`src/rtl/wb_regfile.sv`:
```
// wb_regfile: write-back stage register file.
//
// Takes the EX/WB pipeline register outputs (regWrite, Rd, ALU result) and
// commits them into a 2**ADDR_W x DATA_W register file. Two combinational
// read ports serve the decode stage. A saturating commit counter and
// last-write status are kept for debug visibility.
//
// Optional feature macro: REGFILE_BYPASS_EN
//   defined   -> a read port addressing the register being committed this
//                cycle returns wb_data directly (write-through forwarding)
//   undefined -> read ports return the stored array value only
//
// Ports:
//   clock         in   rising-edge clock
//   reset         in   asynchronous, active-high reset
//   wb_regWrite   in   write strobe from EX/WB
//   wb_Rd         in   destination index from EX/WB
//   wb_data       in   ALU result from EX/WB
//   rs_addr       in   read port A index
//   rt_addr       in   read port B index
//   rs_data       out  read port A data (combinational)
//   rt_data       out  read port B data (combinational)
//   commit_count  out  committed writes since reset, saturating
//   last_Rd       out  index of the most recent committed write
//   last_valid    out  high once any write has committed since reset
module wb_regfile #(
    parameter int DATA_W  = 8,
    parameter int ADDR_W  = 3,
    parameter int R0_ZERO = 1,
    parameter int CNT_W   = 16
) (
    input  logic              clock,
    input  logic              reset,
    input  logic              wb_regWrite,
    input  logic [ADDR_W-1:0] wb_Rd,
    input  logic [DATA_W-1:0] wb_data,
    input  logic [ADDR_W-1:0] rs_addr,
    input  logic [ADDR_W-1:0] rt_addr,
    output logic [DATA_W-1:0] rs_data,
    output logic [DATA_W-1:0] rt_data,
    output logic [CNT_W-1:0]  commit_count,
    output logic [ADDR_W-1:0] last_Rd,
    output logic              last_valid
);

    localparam int DEPTH  = 2 ** ADDR_W;
    localparam int NUM_RD = 2;
    localparam logic [CNT_W-1:0] CNT_MAX = '1;

    logic [DEPTH-1:0][DATA_W-1:0] file_q, file_d;
    logic [CNT_W-1:0]             cnt_q, cnt_d;
    logic [ADDR_W-1:0]            last_rd_q, last_rd_d;
    logic                         last_valid_q, last_valid_d;
    logic                         commit;

    // regWrite gates everything, so X on wb_Rd/wb_data while regWrite=0
    // cannot reach any state element. Writes to R0 are dropped when it is
    // hardwired, so they neither touch the file nor count as commits.
    assign commit = wb_regWrite && !((R0_ZERO != 0) && (wb_Rd == '0));

    always_comb begin
        file_d       = file_q;
        cnt_d        = cnt_q;
        last_rd_d    = last_rd_q;
        last_valid_d = last_valid_q;
        if (commit) begin
            file_d[wb_Rd] = wb_data;
            last_rd_d     = wb_Rd;
            last_valid_d  = 1'b1;
            // hold at all-ones instead of wrapping
            if (cnt_q != CNT_MAX) begin
                cnt_d = cnt_q + 1'b1;
            end
        end
    end

    always_ff @(posedge clock or posedge reset) begin
        if (reset) begin
            file_q       <= '0;
            cnt_q        <= '0;
            last_rd_q    <= '0;
            last_valid_q <= 1'b0;
        end else begin
            file_q       <= file_d;
            cnt_q        <= cnt_d;
            last_rd_q    <= last_rd_d;
            last_valid_q <= last_valid_d;
        end
    end

    // Read ports: port 0 = rs, port 1 = rt.
    logic [NUM_RD-1:0][ADDR_W-1:0] rd_addr;
    logic [NUM_RD-1:0][DATA_W-1:0] rd_data;

    assign rd_addr = {rt_addr, rs_addr};

    for (genvar p = 0; p < NUM_RD; p++) begin : g_rd
        always_comb begin
            rd_data[p] = file_q[rd_addr[p]];
`ifdef REGFILE_BYPASS_EN
            // forward the value being committed this cycle
            if (commit && (rd_addr[p] == wb_Rd)) begin
                rd_data[p] = wb_data;
            end
`endif
            // hardwired zero wins over the stored value and any bypass
            if ((R0_ZERO != 0) && (rd_addr[p] == '0)) begin
                rd_data[p] = '0;
            end
        end
    end

    assign rs_data      = rd_data[0];
    assign rt_data      = rd_data[1];
    assign commit_count = cnt_q;
    assign last_Rd      = last_rd_q;
    assign last_valid   = last_valid_q;

endmodule

```
`config.mk`:
```
export PLATFORM = sky130hd
export DESIGN_NAME = wb_regfile
export DESIGN_NICKNAME = d
export VERILOG_FILES = /design/src/rtl/wb_regfile.sv
export SDC_FILE = /design/constraint.sdc
export NUM_CORES = 1
export LEC_CHECK = 0
export BUFFER_PORTS_ARGS = -buffer_cell sky130_fd_sc_hd__buf_2
export CAP_MARGIN = 0
export CORE_MARGIN = 4
export CORE_UTILIZATION = 52
export DETAILED_ROUTE_END_ITERATION = 12
export HOLD_SLACK_MARGIN = 0.05
export PLACE_DENSITY = 0.75
export SETUP_SLACK_MARGIN = 0.3
export SLEW_MARGIN = 20
export SYNTH_ARGS = -nofsm -noshare
export SYNTH_HDL_FRONTEND = slang
export SYNTH_SLANG_ARGS = --single-unit
```
`constraint.sdc`:
```
create_clock -name clock -period 2.5 [get_ports clock]
set_input_delay 0.375 -clock clock [delete_from_list [all_inputs] [get_ports clock]]
set_output_delay 0.375 -clock clock [all_outputs]
set_load 0.02 [all_outputs]
```
* After elaboration in Yosys (flattened, before gate mapping)
Cells that the tools add are included.
Widths: inputs -> output; s select.
** Storage, ports and cells
- Logic and storage cells :: 33
- Flip-flop bits (word level) :: 84
- Output and inout port bits :: 36
- Input port bits :: 20
** Cells by class
- Reduce and logical (&&, ||, !) cells :: 7
- Eq/ne operators :: 1
- Mux-type cells :: 9
- $lt $le $gt $ge :: 4
- Add/sub/neg operators :: 1
** Operators by type and width (number)
- $bwmux 64 :: 1
- $bmux 8 s3 :: 2
- $mux 8 :: 5
- $demux 8 s3 :: 1
- $add 16x1->16 const B :: 1
- $ne 16x16->1 const B :: 1
- $lt 3x4->1 const B :: 3
- $logic_not 3->1 :: 3
- $ge 3x1->1 const B :: 1
- $logic_and 1x1->1 :: 2
- $reduce_and 2->1 :: 1
- $logic_not 1->1 :: 1

* Logic depth before layout (Yosys ltp)
- Word-level depth :: 5
- Gate-level depth with buffers :: 6
- Mapped depth without buffers :: 5

* Least setup slack after synthesis
OpenSTA, ideal clock, no wires.
- Path kind :: input to output
- Start point :: in rs_addr[1]
- End point :: out rs_data[7]
- Data required time :: 2.125 ns
- Arrival :: 1.685 ns
- Setup slack :: 0.440 ns
- Stages on the path :: 6
- Path buffers :: 2
- Cell sequence :: clkbuf_1 -> buf_2 -> mux2i_1 -> nand2_1 -> o21ai_0 -> a221oi_1
** On the way
- Word-level cells in the longest chain between the ends :: 3
- Elaborated cells between the ends (all ways) :: 4
- Those cells by class :: 3 x mux; 1 x reduce/logical
** RTL lines
- start: declaration :: RTL line 37 : input logic [ADDR_W-1:0] rs_addr,
- $bmux 8 s3 :: RTL line 99 : rd_data[p] = file_q[rd_addr[p]];
- $mux 8 (implied by the code) :: RTL line 99
- $mux 8 (*) :: RTL line 107 : if ((R0_ZERO != 0) && (rd_addr[p] == '0)) begin
- end: declaration :: RTL line 39 : output logic [DATA_W-1:0] rs_data,
Mark *: on every way between the ends. The rest lies on a longest branch, timed or not. The select of a mux whose other input is x is not followed.

* Worst setup path in the final report
- Start point :: in rt_addr[1]
- End point :: out rt_data[0]
** On the way
- Word-level cells in the longest chain between the ends :: 3
- Elaborated cells between the ends (all ways) :: 4
- Those cells by class :: 3 x mux; 1 x reduce/logical
** RTL lines
- start: declaration :: RTL line 38 : input logic [ADDR_W-1:0] rt_addr,
- $bmux 8 s3 :: RTL line 99
- $mux 8 (implied by the code) :: RTL line 99
- $mux 8 (*) :: RTL line 107
- end: declaration :: RTL line 40 : output logic [DATA_W-1:0] rt_data,
Marked as above.

==> impl_results.md <==
* H-tree depth at 3
* Post-synth EDFFs at 0
* DRT Pass-1 Iters at 4
* Crit Path Max Fanout at 22
* Sink Count at 84
* Nets at 446
* Tcrit/Tclk final at 0.839
* N_diodes at 0
* Clock latency at the later pin of the worst-skew pair at 0.34 ns
* Synth warn at 0
* Die Span X at 101 um
* Final setup viols at 0
* HP Class: in2async
* CTS clk-pin slew, worst paths at 0.08 ns
* FF-to-FF Start: commit_count[0]
* Initial antenna violation count at 0
* Asr flop ratio synth at 1.00
* Placer Congestion at 0.836
* RSZ-0062 raised after global routing: false
* Top achievable clock speed at 477 MHz
* Die Y-Extent at 101 um
* Row count at 33
* R2R cell count at 5
* Setup crit start: rt_addr[1]
* Largest net degree at the start of global routing at 48
* Sw frac at 0.318
* CP bufs+invs at 2
* Worst slew pin tran at 0.615 ns
* Final ANT Viol Nets at 0
* Syn Nets at 400
* Fin crit period at 2.10 ns
* Synth-to-layout area growth at 13.4%
* Die Footprint at 0.0101 mm^2
* NetSw at 1260 uW
* CORE AREA at 0.00826 mm^2
* Clk root buf: clkbuf_8
* Register area at 0.00210 mm^2
* Slowest stage cell, crit path: a221oi_1
* Status: completed
* Kind of critical path: in2out
* Ports at 56
* Synth Area per Inst at 11.7 um^2
* Sequential power share at 0.482
* Worst path required time at 2.12 ns
* TritonCTS clock tree: done
* Starting DRT DRC Count at 159
* Mapped Area at 0.00445 mm^2
* Vias in the first global route at 3333
* Overall Power at 3960 uW
* Final hold vios at 0
* Top FF cell, synth: dfrtp_1
* Overflow after GRT at 0
* Post-CTS Hold Fix Bufs at 0
* Port bufs at 55
* Startpoint types: primary input
* Resize count post-CTS at 2
* Clock Skew at 0.00647 ns
* GRT Overall Usage at 0.216
* Critical path's top delay family: buffers and inverters
* Number of distinct library cells after synthesis at 35
* Seq cells post-synth at 84
* Worst R2R Setup Slack at 0.53 ns
* CP Capture Type: primary output
* Post-CTS setup-driven buffer insertion count at 0
* Ratio of cells with drive above 1 in the final layout at 0.384
* First-pass GRT wire length at 17000 um
* Critical path, cell by cell: clkbuf_4, or2_2, o21ai_0, a221oi_1, buf_2
* Maximum clock path buffer count at 2
* Pint at 2700 uW
* Via count at 3245
* Pins Over Slew Limit at 0
* Ranking of synthesized cells by area: dfrtp_1, mux2_2, mux4_2, mux2i_1, o21ai_0
* Commonest cells post-synth: dfrtp_1, mux2_2, o21ai_0
* Max-cap violation count at 0
* Slew headroom at 0.587
* Drt wl/cell at 19.2 um
* Gate Count Post-Synth at 379
* Count leader, synth: dfrtp_1
* CP arrival at 1.72 ns
* Wirelength, routed at 10200 um
* Hpwl dp at 7150 um
* Yosys top cell area share at 0.472
* Synth area leader: dfrtp_1
* Comb pwr share at 0.266
* PD cells at 783 mW/mm^2
* Drt drc at 0
* Vias per inst at 6.10
* Clock share of power at 0.252
* Initial Util at 0.539
* Filler cells at 677
* Total leakage power at 0.00224 uW
* Register area share after synthesis at 0.472
* Maximum VDD drop at 0.000612 V
* Multi-input gate area at 0.00222 mm^2
* Worst R2R End: commit_count[1]
* Setup TNS at 0 ns
* Largest stage delay on the critical path at 0.35 ns
* Num CTS Buffers at 9
[layout by cell type (no fill, tap or decap), types with 2 or more instances in the layout]
cell type  Yosys  layout
a21oi_2        0       2
a221oi_1      16      16
buf_2         12      51
buf_4          0      10
bufinv_16      0       2
clkbuf_4       0       4
clkbuf_8       0       9
dfrtp_1       84      84
inv_1          5       4
mux2_2        57      57
mux2i_1       16      16
mux4_2        16      16
nand2_1       27      27
nand3_1        7       7
nand4_1        3       3
nand4b_1       3       3
nor2_1        18      18
nor2b_1       17      17
nor3_1         9       9
nor3b_1        2       2
nor4_1         3       3
nor4bb_2       0       2
o21ai_0       32      32
or2_2          2       2
xnor2_1        2       2
xor2_1        11      11
[power groups by stage]
| stage | clock network (uW) | registers (uW) | logic, uW |
|---|---|---|---|
| final | 997 | 1910 | 1050 |
| after global routing | 1080 | 1960 | 1160 |
| after CTS | 1020 | 1910 | 1060 |
| after detailed placement | 0 | 1930 | 1050 |
| after global placement | 0 | 1910 | 1020 |
| after floorplan | 0 | 1940 | 694 |
[worst max-delay path by stage]
| stage | to | depth (start not counted) | slack, ns |
|---|---|---|---|
| 2_1_floorplan | rs_data[7] | 6 | 0.44 |
| 3_3_place_gp | rs_data[0] | 4 | 0.25 |
| 3_5_place_dp | rs_data[0] | 4 | 0.18 |
| 4_1_cts | rt_data[0] | 5 | 0.30 |
| 5_1_grt | rs_data[1] | 7 | 0.31 |
| 6_report | rt_data[0] | 5 | 0.40 |
[layout make-up]
type,count,area share
tap,105,0.0260
sequential,84,0.416
inverter,5,0.00446
clock inverter,3,0.0129
timing repair buffer,66,0.0753
multi-input combinational,259,0.440
clock buffer,10,0.0253
[kinds of logic after synthesis]
group | Yosys count | synth area share
AND/OR/NAND/NOR | 101 | 0.126
multiplexers | 90 | 0.264
flip-flops | 84 | 0.472
AO/OA/AOI/OAI | 54 | 0.0759
buffers and inverters | 36 | 0.0337
XOR/XNOR | 13 | 0.0256
adder cells (fa/ha/maj) | 1 | 0.00281
[layer usage]
metal	up-vias	share of wire	GRT usage	wire, um
li1	1471	-	-	-
met1	1616	0.43	0.306	4420
met2	134	0.47	0.327	4770
met3	24	0.079	0.0443	812
met4	0	0.022	0.0902	224
met5	-	0	0	0
[worst reg2reg max path, delay by kind of cell (launching register included)]
family,cells,cell delay (ns)
and+or+nand+nor,3,0.85
DFF,1,0.44
muxes,1,0.32
adders and majority gates,1,0.26
[registers in the layout (all words and copies together) (netlist names)]
register	flops
last_valid	1
file_q	64
last_Rd	3
commit_count	16
[through the flow]
step	hold WS [ns]	util	cell area [um^2]	setup WS [ns]	std cells
3_3_place_gp	0.377	0.586	4840	0.253	519
2_1_floorplan	0.441	-	4460	0.440	379
4_1_cts	0.0506	0.610	5040	0.301	532
5_1_grt	0.0591	0.612	5050	0.311	532
6_report	0.0454	0.612	5050	0.402	532
3_5_place_dp	0.383	0.586	4840	0.177	519
Power figures use the tool's default switching activity.
